==> src/rtl/bp_update_ctrl_pkg.sv <==
// Shared types for the branch-predictor update controller: controller states,
// the queued update payload and a history shift helper.
package bp_update_ctrl_pkg;

  localparam int unsigned BP_PC_W  = 32;
  localparam int unsigned BP_GHR_W = 5;

  typedef enum logic [1:0] {
    INIT  = 2'd0,
    RUN   = 2'd1,
    DRAIN = 2'd2
  } bp_ctrl_state_t;

  typedef struct packed {
    logic [BP_PC_W-1:0]  pc;
    logic                taken;
    logic [BP_GHR_W-1:0] ghr;
  } bp_upd_t;

  // Shift one outcome into the youngest end of a history vector.
  function automatic logic [BP_GHR_W-1:0] ghr_shift(input logic [BP_GHR_W-1:0] hist,
                                                    input logic                taken);
    return {hist[BP_GHR_W-2:0], taken};
  endfunction

endpackage

==> src/rtl/bp_update_ctrl_if.sv <==
// Resolve-side and table-update-side handshakes of the predictor update controller.
interface bp_update_ctrl_if
  import bp_update_ctrl_pkg::*;
#(
  parameter int unsigned S_GBHR = BP_GHR_W
);

  logic                res_valid;
  logic                res_ready;
  logic [BP_PC_W-1:0]  res_pc;
  logic                res_taken;
  logic                res_mispredict;
  logic [S_GBHR-1:0]   res_ghr;

  logic                upd_valid;
  logic                upd_ready;
  logic                upd_init;
  logic [BP_PC_W-1:0]  upd_pc;
  logic                upd_taken;
  logic [S_GBHR-1:0]   upd_ghr;

  // Controller side
  modport master (
    input  res_valid, res_pc, res_taken, res_mispredict, res_ghr, upd_ready,
    output res_ready, upd_valid, upd_init, upd_pc, upd_taken, upd_ghr
  );

  // EX / predictor-table side
  modport slave (
    output res_valid, res_pc, res_taken, res_mispredict, res_ghr, upd_ready,
    input  res_ready, upd_valid, upd_init, upd_pc, upd_taken, upd_ghr
  );

endinterface

==> src/rtl/bp_update_ctrl_fifo.sv <==
// DEPTH-entry FIFO of resolved branches; exposes next-cycle head/flags so the
// owner can register its output stage straight from the FIFO.
module bp_update_ctrl_fifo
  import bp_update_ctrl_pkg::*;
#(
  parameter int unsigned DEPTH = 4
) (
  input  logic                     clk,
  input  logic                     rst_n,
  input  logic                     push_i,
  input  bp_upd_t                  wdata_i,
  input  logic                     pop_i,
  output logic [$clog2(DEPTH):0]   count_o,
  output logic                     empty_c_o,
  output logic                     empty_nxt_c_o,
  output logic                     full_nxt_c_o,
  output bp_upd_t                  head_nxt_c_o
);

  localparam int unsigned PTR_W = $clog2(DEPTH);
  localparam int unsigned CNT_W = PTR_W + 1;

  bp_upd_t            mem_q [DEPTH];
  logic [PTR_W-1:0]   wr_q, wr_d, rd_q, rd_d;
  logic [CNT_W-1:0]   cnt_q, cnt_d;
  logic               push_ok, pop_ok;

  assign push_ok = push_i & (cnt_q != CNT_W'(DEPTH));
  assign pop_ok  = pop_i  & (cnt_q != '0);

  always_comb begin
    wr_d  = wr_q + PTR_W'(push_ok);
    rd_d  = rd_q + PTR_W'(pop_ok);
    cnt_d = cnt_q + CNT_W'(push_ok) - CNT_W'(pop_ok);
  end

  // The slot about to become head may be the one written this cycle.
  assign head_nxt_c_o  = (push_ok && (wr_q == rd_d)) ? wdata_i : mem_q[rd_d];
  assign empty_c_o     = (cnt_q == '0);
  assign empty_nxt_c_o = (cnt_d == '0);
  assign full_nxt_c_o  = (cnt_d == CNT_W'(DEPTH));
  assign count_o       = cnt_q;

  always_ff @(posedge clk or negedge rst_n) begin
    if (!rst_n) begin
      wr_q  <= '0;
      rd_q  <= '0;
      cnt_q <= '0;
    end else begin
      wr_q  <= wr_d;
      rd_q  <= rd_d;
      cnt_q <= cnt_d;
    end
  end

  always_ff @(posedge clk) begin
    if (push_ok) mem_q[wr_q] <= wdata_i;
  end

endmodule

==> src/rtl/bp_update_ctrl.sv <==
// Sequences every write into the global-history predictor table: init walk,
// resolved-branch updates through a FIFO, speculative GHR and its repair.
module bp_update_ctrl
  import bp_update_ctrl_pkg::*;
#(
  parameter int unsigned S_PC_IDX    = 12,
  parameter int unsigned S_PC_OFFSET = 2,
  parameter int unsigned S_GBHR      = BP_GHR_W,
  parameter int unsigned DEPTH       = 4
) (
  input  logic                    clk,
  input  logic                    rst,
  input  logic                    reinit_req,
  output logic                    busy,
  bp_update_ctrl_if.master        bus,
  input  logic                    pred_valid,
  input  logic                    pred_taken,
  output logic [S_GBHR-1:0]       spec_ghr,
  output logic [$clog2(DEPTH):0]  occupancy,
  output logic [31:0]             mispred_cnt
);

  bp_ctrl_state_t        state_q, state_d;
  logic [S_PC_IDX-1:0]   init_idx_q, init_idx_d;
  logic [S_GBHR-1:0]     spec_ghr_q, spec_ghr_d;
  logic [31:0]           mispred_q, mispred_d;
  logic                  busy_q, busy_d;
  logic                  res_ready_q, res_ready_d;
  logic                  upd_valid_q, upd_valid_d;
  logic                  upd_init_q, upd_init_d;
  bp_upd_t               upd_q, upd_d;

  bp_upd_t               res_pkt, head_nxt;
  logic                  fire, push, pop, res_mis;
  logic                  empty_c, empty_nxt, full_nxt;

  assign res_pkt.pc    = bus.res_pc;
  assign res_pkt.taken = bus.res_taken;
  assign res_pkt.ghr   = BP_GHR_W'(bus.res_ghr);

  assign fire    = upd_valid_q & bus.upd_ready;
  assign push    = bus.res_valid & res_ready_q;
  assign pop     = fire & (state_q != INIT);
  assign res_mis = push & bus.res_mispredict;

  bp_update_ctrl_fifo #(.DEPTH(DEPTH)) u_fifo (
    .clk           (clk),
    .rst_n         (rst),
    .push_i        (push),
    .wdata_i       (res_pkt),
    .pop_i         (pop),
    .count_o       (occupancy),
    .empty_c_o     (empty_c),
    .empty_nxt_c_o (empty_nxt),
    .full_nxt_c_o  (full_nxt),
    .head_nxt_c_o  (head_nxt)
  );

  // Next state, history, and the registered update-port image.
  always_comb begin
    state_d     = state_q;
    init_idx_d  = init_idx_q;
    spec_ghr_d  = spec_ghr_q;
    mispred_d   = mispred_q;
    upd_valid_d = 1'b0;
    upd_init_d  = 1'b0;
    upd_d       = head_nxt;

    case (state_q)
      INIT: begin
        if (fire) begin
          init_idx_d = init_idx_q + S_PC_IDX'(1);
          if (init_idx_q == '1) state_d = RUN;
        end
      end
      RUN:     if (reinit_req) state_d = DRAIN;
      DRAIN:   if (empty_c) state_d = INIT;
      default: state_d = INIT;
    endcase

    // A mispredict repair squashes any same-cycle younger prediction.
    if (state_q == RUN) begin
      if (res_mis) begin
        spec_ghr_d = S_GBHR'(ghr_shift(BP_GHR_W'(bus.res_ghr), bus.res_taken));
        if (mispred_q != '1) mispred_d = mispred_q + 32'd1;
      end else if (pred_valid) begin
        spec_ghr_d = S_GBHR'(ghr_shift(BP_GHR_W'(spec_ghr_q), pred_taken));
      end
    end

    if ((state_d == INIT) && (state_q != INIT)) begin
      spec_ghr_d = '0;
      mispred_d  = '0;
    end

    if (state_d == INIT) begin
      upd_valid_d = 1'b1;
      upd_init_d  = 1'b1;
      upd_d.pc    = BP_PC_W'(init_idx_d) << S_PC_OFFSET;
      upd_d.taken = 1'b0;
      upd_d.ghr   = '0;
    end else begin
      upd_valid_d = ~empty_nxt;
    end

    busy_d      = (state_d != RUN);
    res_ready_d = (state_d == RUN) & ~full_nxt;
  end

  always_ff @(posedge clk or negedge rst) begin
    if (!rst) begin
      state_q     <= INIT;
      init_idx_q  <= '0;
      spec_ghr_q  <= '0;
      mispred_q   <= '0;
      busy_q      <= 1'b1;
      res_ready_q <= 1'b0;
      upd_valid_q <= 1'b0;
      upd_init_q  <= 1'b0;
      upd_q       <= '0;
    end else begin
      state_q     <= state_d;
      init_idx_q  <= init_idx_d;
      spec_ghr_q  <= spec_ghr_d;
      mispred_q   <= mispred_d;
      busy_q      <= busy_d;
      res_ready_q <= res_ready_d;
      upd_valid_q <= upd_valid_d;
      upd_init_q  <= upd_init_d;
      upd_q       <= upd_d;
    end
  end

  assign busy          = busy_q;
  assign spec_ghr      = spec_ghr_q;
  assign mispred_cnt   = mispred_q;
  assign bus.res_ready = res_ready_q;
  assign bus.upd_valid = upd_valid_q;
  assign bus.upd_init  = upd_init_q;
  assign bus.upd_pc    = upd_q.pc;
  assign bus.upd_taken = upd_q.taken;
  assign bus.upd_ghr   = S_GBHR'(upd_q.ghr);

endmodule

==> src/flat_wrapper.sv <==
// flat-port wrapper written by rule: the top's interface ports become plain ports
module bp_update_ctrl_flat import bp_update_ctrl_pkg::*;
#(
  parameter int unsigned S_PC_IDX    = 12,
  parameter int unsigned S_PC_OFFSET = 2,
  parameter int unsigned S_GBHR      = BP_GHR_W,
  parameter int unsigned DEPTH       = 4
)
  (clk, rst, reinit_req, busy, pred_valid, pred_taken, spec_ghr, occupancy, mispred_cnt, bus_res_valid, bus_res_pc, bus_res_taken, bus_res_mispredict, bus_res_ghr, bus_upd_ready, bus_res_ready, bus_upd_valid, bus_upd_init, bus_upd_pc, bus_upd_taken, bus_upd_ghr);
  bp_update_ctrl_if #(.S_GBHR(S_GBHR)) bus_i ();
  input  logic clk;
  input  logic rst;
  input  logic reinit_req;
  output logic busy;
  input  logic pred_valid;
  input  logic pred_taken;
  output logic [S_GBHR-1:0] spec_ghr;
  output logic [$clog2(DEPTH):0] occupancy;
  output logic [31:0] mispred_cnt;
  input wire logic [$bits(bus_i.res_valid)-1:0] bus_res_valid;
  input wire logic [$bits(bus_i.res_pc)-1:0] bus_res_pc;
  input wire logic [$bits(bus_i.res_taken)-1:0] bus_res_taken;
  input wire logic [$bits(bus_i.res_mispredict)-1:0] bus_res_mispredict;
  input wire logic [$bits(bus_i.res_ghr)-1:0] bus_res_ghr;
  input wire logic [$bits(bus_i.upd_ready)-1:0] bus_upd_ready;
  output wire logic [$bits(bus_i.res_ready)-1:0] bus_res_ready;
  output wire logic [$bits(bus_i.upd_valid)-1:0] bus_upd_valid;
  output wire logic [$bits(bus_i.upd_init)-1:0] bus_upd_init;
  output wire logic [$bits(bus_i.upd_pc)-1:0] bus_upd_pc;
  output wire logic [$bits(bus_i.upd_taken)-1:0] bus_upd_taken;
  output wire logic [$bits(bus_i.upd_ghr)-1:0] bus_upd_ghr;
  assign bus_i.res_valid = bus_res_valid;
  assign bus_i.res_pc = bus_res_pc;
  assign bus_i.res_taken = bus_res_taken;
  assign bus_i.res_mispredict = bus_res_mispredict;
  assign bus_i.res_ghr = bus_res_ghr;
  assign bus_i.upd_ready = bus_upd_ready;
  assign bus_res_ready = bus_i.res_ready;
  assign bus_upd_valid = bus_i.upd_valid;
  assign bus_upd_init = bus_i.upd_init;
  assign bus_upd_pc = bus_i.upd_pc;
  assign bus_upd_taken = bus_i.upd_taken;
  assign bus_upd_ghr = bus_i.upd_ghr;
  bp_update_ctrl #(.S_PC_IDX(S_PC_IDX), .S_PC_OFFSET(S_PC_OFFSET), .S_GBHR(S_GBHR), .DEPTH(DEPTH)) u_core (.clk(clk), .rst(rst), .reinit_req(reinit_req), .busy(busy), .bus(bus_i), .pred_valid(pred_valid), .pred_taken(pred_taken), .spec_ghr(spec_ghr), .occupancy(occupancy), .mispred_cnt(mispred_cnt));
endmodule
==> config.mk <==
export PLATFORM = sky130hd
export DESIGN_NAME = bp_update_ctrl_flat
export DESIGN_NICKNAME = d
export VERILOG_FILES = /design/src/rtl/bp_update_ctrl_pkg.sv /design/src/rtl/bp_update_ctrl_if.sv /design/src/rtl/bp_update_ctrl_fifo.sv /design/src/rtl/bp_update_ctrl.sv /design/src/flat_wrapper.sv
export SDC_FILE = /design/constraint.sdc
export NUM_CORES = 1
export LEC_CHECK = 0
export CAP_MARGIN = 20
export CORE_MARGIN = 3
export CORE_UTILIZATION = 35
export DETAILED_ROUTE_END_ITERATION = 12
export PLACE_DENSITY = 0.61
export SETUP_SLACK_MARGIN = 0.02
export SYNTH_ARGS = -nofsm -noshare
export SYNTH_HDL_FRONTEND = slang
export SYNTH_SLANG_ARGS = --single-unit
==> constraint.sdc <==
create_clock -name clk -period 4.5 [get_ports clk]
set_clock_uncertainty 0.05 [all_clocks]
set_input_delay 0.9 -clock clk [delete_from_list [all_inputs] [get_ports clk]]
set_output_delay 0.9 -clock clk [all_outputs]
set_load 0.01 [all_outputs]
==> impl_metrics.yaml, run 1 <==
floorplanning:
  placementRows: 62
  start_util: 0.3568
  dieArea_um2: 31510
  die_h_um: 177.5
  die_w_um: 177.5
  ios: 128
  core_um2: 28860
logic_synthesis:
  yosysSeqAreaShare: 0.6865
  yosysMostFrequentCell: "edfxtp_1"
  yosys.area.top_type: "edfxtp_1"
  synthCells: 681
  synthArstFlopShare: 0.3968
  synth.cell_area_um2: 10300
  syn_nets: 734
  ys_ff_latch: 252
  yosys_warnings: 0
  yosys_most_used_dff: "edfxtp_1"
  synth_top_area_share: 0.4433
  synth_area_leaders: "edfxtp_1, dfrtp_1, mux4_2"
  ys_types: 49
  synthTopCellsByCount: "edfxtp_1, dfrtp_1, nand2_1"
  avgSynthCellArea_um2: 15.12
  synth-edff-count: 152
run_status:
  status: "finished, final reports clean"
clock_tree:
  clk_pin_slew_ns: 0.06
  cts_setup_buffers: 0
  cts_root_buffer: "clkbuf_16"
  max-clock-path-buffers: 3
  cts_tree: "yes"
  cts_hold_repair.buffers: 0
  cts_sinks: 252
  cts_made_buffers: 27
  cts_max_level: 1
  cts_resized: 0
  clk_latency_ns: 0.54
sta:
  setup_violations: 0
  fmaxAchievable_ghz: 0.3033
  hold_viol: 0
  rsz0062_at_grt: "false"
  finalSetupTns_ns: 0
  drv_slew: 0
  finalCriticalPeriod_ns: 3.297
  slew_headroom: 0.3372
  worst_pin_slew_ns: 0.9857
  setup_ws_ns: 1.203
  whs_ns: 0.2783
  fin_crit_sh: 0.7327
critical_path:
  crit_fanout: 7
  r2r_cells: 7
  critPathKind: "input port to flop"
  reg2reg_slack_ns: 1.29
  crit_start: "bus_res_valid"
  worstPathRequired_ns: 4.85
  r2r_start: "u_core.u_fifo.count_o[1]"
  worstPathArrival_ns: 3.65
  end_kind: "flop"
  start_kind: "input port"
  setup.worst_path.end: "u_core.bus.upd_valid"
  r2r_end: "u_core.bus.upd_pc[9]"
detailed_routing:
  drc: 0
  drt_iter0_drc: 398
  wl_per_cell_um: 18.77
  drt-pass1-iter-count: 5
  detail-route-antenna-nets: 0
  wirelength_um: 23130
  vias: 6285
  viasPerCell: 5.101
layout:
  drive_above_1_share: 0.1675
  num_antenna_cells: 0
  layout.nets: 880
  stdcell_area_um2: 13050
  synthToLayoutAreaGrowth_pct: 26.78
global_routing:
  grt_pass1_wl_um: 36820
  grt.total_usage: 0.1482
  antenna_found_initial: 0
  grt_start_max_net_pins: 40
  grt-ovfl-total: 0
  first_global_vias: 6410
pwr:
  p_leak_uw: 0.004819
  power.density_nw_per_um2: 390.9
  vdd.ir_drop.worst_mv: 0.3000
placed_design:
  dp_hpwl_um: 14720
  place_ws_ns: 0.6261
  gp_congestion: 0.7838
  port-buffer-count: 127
  place_area_um2: 12140
hold_path:
  min_path_type: "input port to async pin"
run:
  drv_cap: 0
==> power by group <==
part           internal (µW)  total (µW)  switching (µW)  leakage [µW]
Sequential              2520        2570            49.7       0.00268
Clock                   1350        2270             911      0.000446
Combinational            144         271             127       0.00169
Total                   4020        5100            1090       0.00482
==> final cells by class <==
class	instances	area (µm²)
Timing Repair Buffer	148	1426
Clock buffer	33	708.2
Clock inverter	17	201.4
Multi-Input combinational cell	390	3139
Tap cell	384	480.5
Fill cell	2577	15800
Inverter	8	30.03
Sequential cell	252	7068
==> per-layer routing <==
metal | up-vias | track usage | wire [µm]
met5 | - | 0 | 0
met3 | 27 | 0.02460 | 1060
met1 | 3213 | 0.2166 | 10930
li1 | 2914 | - | -
met4 | 0 | 0.03305 | 337
met2 | 131 | 0.2338 | 10800
==> worst min-delay path by stage <==
| stage | endpoint | slack, ns | cells past startpoint |
|---|---|---|---|
| floorplan | u_core.init_idx_q[7] | 0.40 | 1 |
| detailed placement | u_core.spec_ghr[4] | 0.42 | 2 |
| CTS | u_core.bus.upd_pc[5] | 0.29 | 1 |
| global placement | u_core.spec_ghr[4] | 0.42 | 2 |
| finish | u_core.mispred_cnt[16] | 0.28 | 1 |
| global route | u_core.bus.upd_pc[5] | 0.31 | 1 |
==> worst max-delay path, cell delays in order <==
cell and delay [ns]:
clkdlybuf4s50_1 0.50, nand2_1 0.07, a21oi_1 0.45, inv_1 0.18, ha_1 0.31, inv_1 0.04
ha_1 0.18, fa_1 0.37, xnor2_1 0.16, or4_1 0.48
==> cells by family after synthesis <==
| group | Yosys count | share of synthesized area |
|---|---|---|
| AOI/OAI and AO/OA | 91 | 0.05408 |
| DFF | 252 | 0.6865 |
| and+or+nand+nor | 196 | 0.09552 |
| adders and majority gates | 7 | 0.009236 |
| buffers and inverters | 39 | 0.01519 |
| muxes | 71 | 0.1182 |
| xor gates and xnor gates | 25 | 0.02127 |
==> placed cells by master, fill, tap and decap left out, types with 19 or more instances in the layout <==
master             n
a21oi_1           43
nand2_1           84
nand3_1           19
buf_4             22
dfrtp_1           99
clkdlybuf4s50_1  126
edfxtp_1         152
mux4_2            38
nor2_1            25
mux2_2            25
clkbuf_16         27
==> state kept, by name, indices dropped and copies added (netlist names), 3 cells and up <==
signal and count:
u_core.bus.upd_pc 32, u_core.mispred_cnt 32, u_core.bus.upd_ghr 5, u_core.init_idx_q 12
u_core.u_fifo.mem_q 152, u_core.u_fifo.count_o 3, u_core.spec_ghr 5
==> through the flow <==
stage / cells / util / total power, µW
CTS: 1232 / 0.4524 / 5166
global placement: 1182 / 0.4208 / 2878
global route: 1232 / 0.4524 / 5293
finish: 1232 / 0.4524 / 5103
detailed placement: 1182 / 0.4208 / 2883
floorplan: 681 / - / 2699
No activity file was read; power rests on OpenSTA's default activity.
==> run 2, diff against run 1 <==
--- a/config.mk
+++ b/config.mk
@@ -9,7 +9,7 @@
 export CORE_MARGIN = 3
 export CORE_UTILIZATION = 35
 export DETAILED_ROUTE_END_ITERATION = 12
-export PLACE_DENSITY = 0.61
+export PLACE_DENSITY = 0.63
 export SETUP_SLACK_MARGIN = 0.02
 export SYNTH_ARGS = -nofsm -noshare
 export SYNTH_HDL_FRONTEND = slang
==> constraint.sdc (replaced) <==
create_clock -name clk -period 2.95 [get_ports clk]
set_clock_uncertainty 0.05 [all_clocks]
set_input_delay 0.59 -clock clk [delete_from_list [all_inputs] [get_ports clk]]
set_output_delay 0.59 -clock clk [all_outputs]
set_load 0.01 [all_outputs]
==> impl_metrics.yaml, run 2 (synthesis gave the netlist of run 1 again) <==
clock_tree:
  cts_max_level: 1
  cts_tree: "yes"
  cts_setup_buffers: 0
  cts_root_buffer: "clkbuf_16"
  cts_resized: 0
  clk_pin_slew_ns: 0.06
  max-clock-path-buffers: 3
  clk_latency_ns: 0.54
  cts_sinks: 252
  cts_made_buffers: 28
critical_path:
  critical_path.top_delay_family: "multiplexers"
  worstPathArrival_ns: 2.95
  worstPathRequired_ns: 3.32
  r2r_cells: 8
  r2r_start: "u_core.u_fifo.count_o[2]"
  critPathKind: "flop to flop"
  r2r_end: "u_core.bus.upd_pc[6]"
  cpPeakStageDelay_ns: 0.49
  crit_slowest_cell: "mux4_2"
  start_kind: "flop"
  reg2reg_slack_ns: 0.37
  path_common_cell: "mux2_2"
  crit_buf_inv: 2
  path_cells: "nor3_1 -> nor2_1 -> buf_4 -> ha_4 -> buf_12 -> mux4_2 -> mux2_2 -> mux2_2"
  crit_fanout: 12
  end_kind: "flop"
pwr:
  vdd.ir_drop.worst_mv: 0.5271
  p_leak_uw: 0.005047
  power.density_nw_per_um2: 594.0
  netSwitchingFraction: 0.2093
  p_clk_frac: 0.461
  pwr-share-seq: 0.488
  intPower_uw: 6343
  p_comb_frac: 0.051
  switching_power_uw: 1679
sta:
  setup_ws_ns: 0.3696
  hold_viol: 0
  finalCriticalPeriod_ns: 2.580
  drv_slew: 0
  worst_pin_slew_ns: 1.002
  whs_ns: 0.4207
  slew_headroom: 0.3266
  fmaxAchievable_ghz: 0.3875
  rsz0062_at_grt: "false"
  fin_crit_sh: 0.8747
  setup_violations: 0
global_routing:
  antenna_found_initial: 0
  first_global_vias: 6481
  grt_start_max_net_pins: 50
  grt-ovfl-total: 0
  grt.total_usage: 0.1484
  grt_pass1_wl_um: 36680
run:
  drv_cap: 0
floorplanning:
  die_w_um: 177.5
  ios: 128
  placementRows: 62
  start_util: 0.3568
  core_um2: 28860
  dieArea_um2: 31510
  die_h_um: 177.5
placed_design:
  gp_congestion: 0.8506
  port-buffer-count: 127
  place_area_um2: 12490
  place_ws_ns: -0.1600
  dp_hpwl_um: 14960
hold_path:
  min_to: "u_core.spec_ghr[4]"
  min_path_cells: 2
  min_path_type: "flop to flop"
  hold_path_startpoint: "u_core.spec_ghr[4]"
detailed_routing:
  detail-route-antenna-nets: 0
  drt-pass1-iter-count: 4
  drt_iter0_drc: 379
  wirelength_um: 23270
  viasPerCell: 5.044
  drc: 0
  wl_per_cell_um: 18.41
  vias: 6375
layout:
  largest-register: "u_core.u_fifo.mem_q"
  largest_reg_flops: 152
  seq_area_um2: 7068
  final_cell_mix: "edfxtp_1, clkdlybuf4s50_1, dfrtp_1, nand2_1, a21oi_1"
  stdcell_area_um2: 13510
  final_common_cell: "edfxtp_1"
  fill_cells: 2549
  drive_above_1_share: 0.1989
  multiInputGateArea_um2: 3149
  layout.nets: 911
  synthToLayoutAreaGrowth_pct: 31.17
  num_antenna_cells: 0
run_status:
  status: "finished, final reports clean"
[run 2: cell count changes in the layout (fill, tap and decap cells not counted), sizes merged]
cell,change
buf,+29
bufinv,+2
clkbuf,-2
clkinv,+2
dlygate4sd3,+1
[run 2: worst min-delay path: cells and delay by family (launching register included)]
family	cells	cell delay, ns
AND/OR/NAND/NOR	1	0.05
flip-flops	1	0.34
AO/OA/AOI/OAI	1	0.05
[run 2: worst max-delay path by stage]
stage | endpoint | from | cells after the start | slack [ns]
final | u_core.bus.upd_pc[6] | u_core.u_fifo.count_o[2] | 8 | 0.37
after global routing | u_core.mispred_cnt[11] | u_core.mispred_cnt[24] | 5 | 0.07
after CTS | u_core.mispred_cnt[3] | u_core.mispred_cnt[24] | 5 | 0.34
after detailed placement | u_core.bus.upd_valid | bus_res_valid | 10 | -0.16
after global placement | u_core.bus.upd_valid | bus_res_valid | 10 | -0.13
after floorplan | u_core.bus.upd_pc[0] | u_core.u_fifo.count_o[2] | 8 | 0.03
[run 2: power groups by stage]
stage,Sequential [µW],Clock (µW),Combinational [µW]
final,3920,3700,410
after global routing,3930,3960,451
after CTS,3910,3800,420
after detailed placement,3980,0,415
after global placement,3990,0,407
after floorplan,3980,0,133
[run 2: final cells by class]
| type | instances | area share |
|---|---|---|
| Sequential cell | 252 | 0.5233 |
| Multi-Input combinational cell | 390 | 0.2332 |
| Timing Repair Buffer | 178 | 0.1316 |
| Clock buffer | 31 | 0.05271 |
| Tap cell | 384 | 0.03558 |
| Clock inverter | 21 | 0.02140 |
| Inverter | 8 | 0.002223 |
[run 2: metrics by stage]
step	power (µW)	instances	setup TNS, ns	utilization
floorplan	4118	681	0	-
global placement	4392	1210	-2.339	0.4328
detailed placement	4393	1210	-1.480	0.4328
CTS	8136	1263	0	0.4678
global route	8342	1264	0	0.4680
finish	8022	1264	0	0.4680
[run 2: layer usage]
metal	GRT usage	wire, µm	vias up	share of wire
li1	-	-	2958	-
met1	0.2079	10440	3215	0.45
met2	0.2374	11100	177	0.48
met3	0.02803	1312	25	0.056
met4	0.04188	424	0	0.018
met5	0	0	-	0
[run 2: what timing repair did]
action                                  in CTS  in global routing
endpoints found under the setup margin       0                  0
hold buffers                                 1                  0
hold endpoints to repair                    30                  0
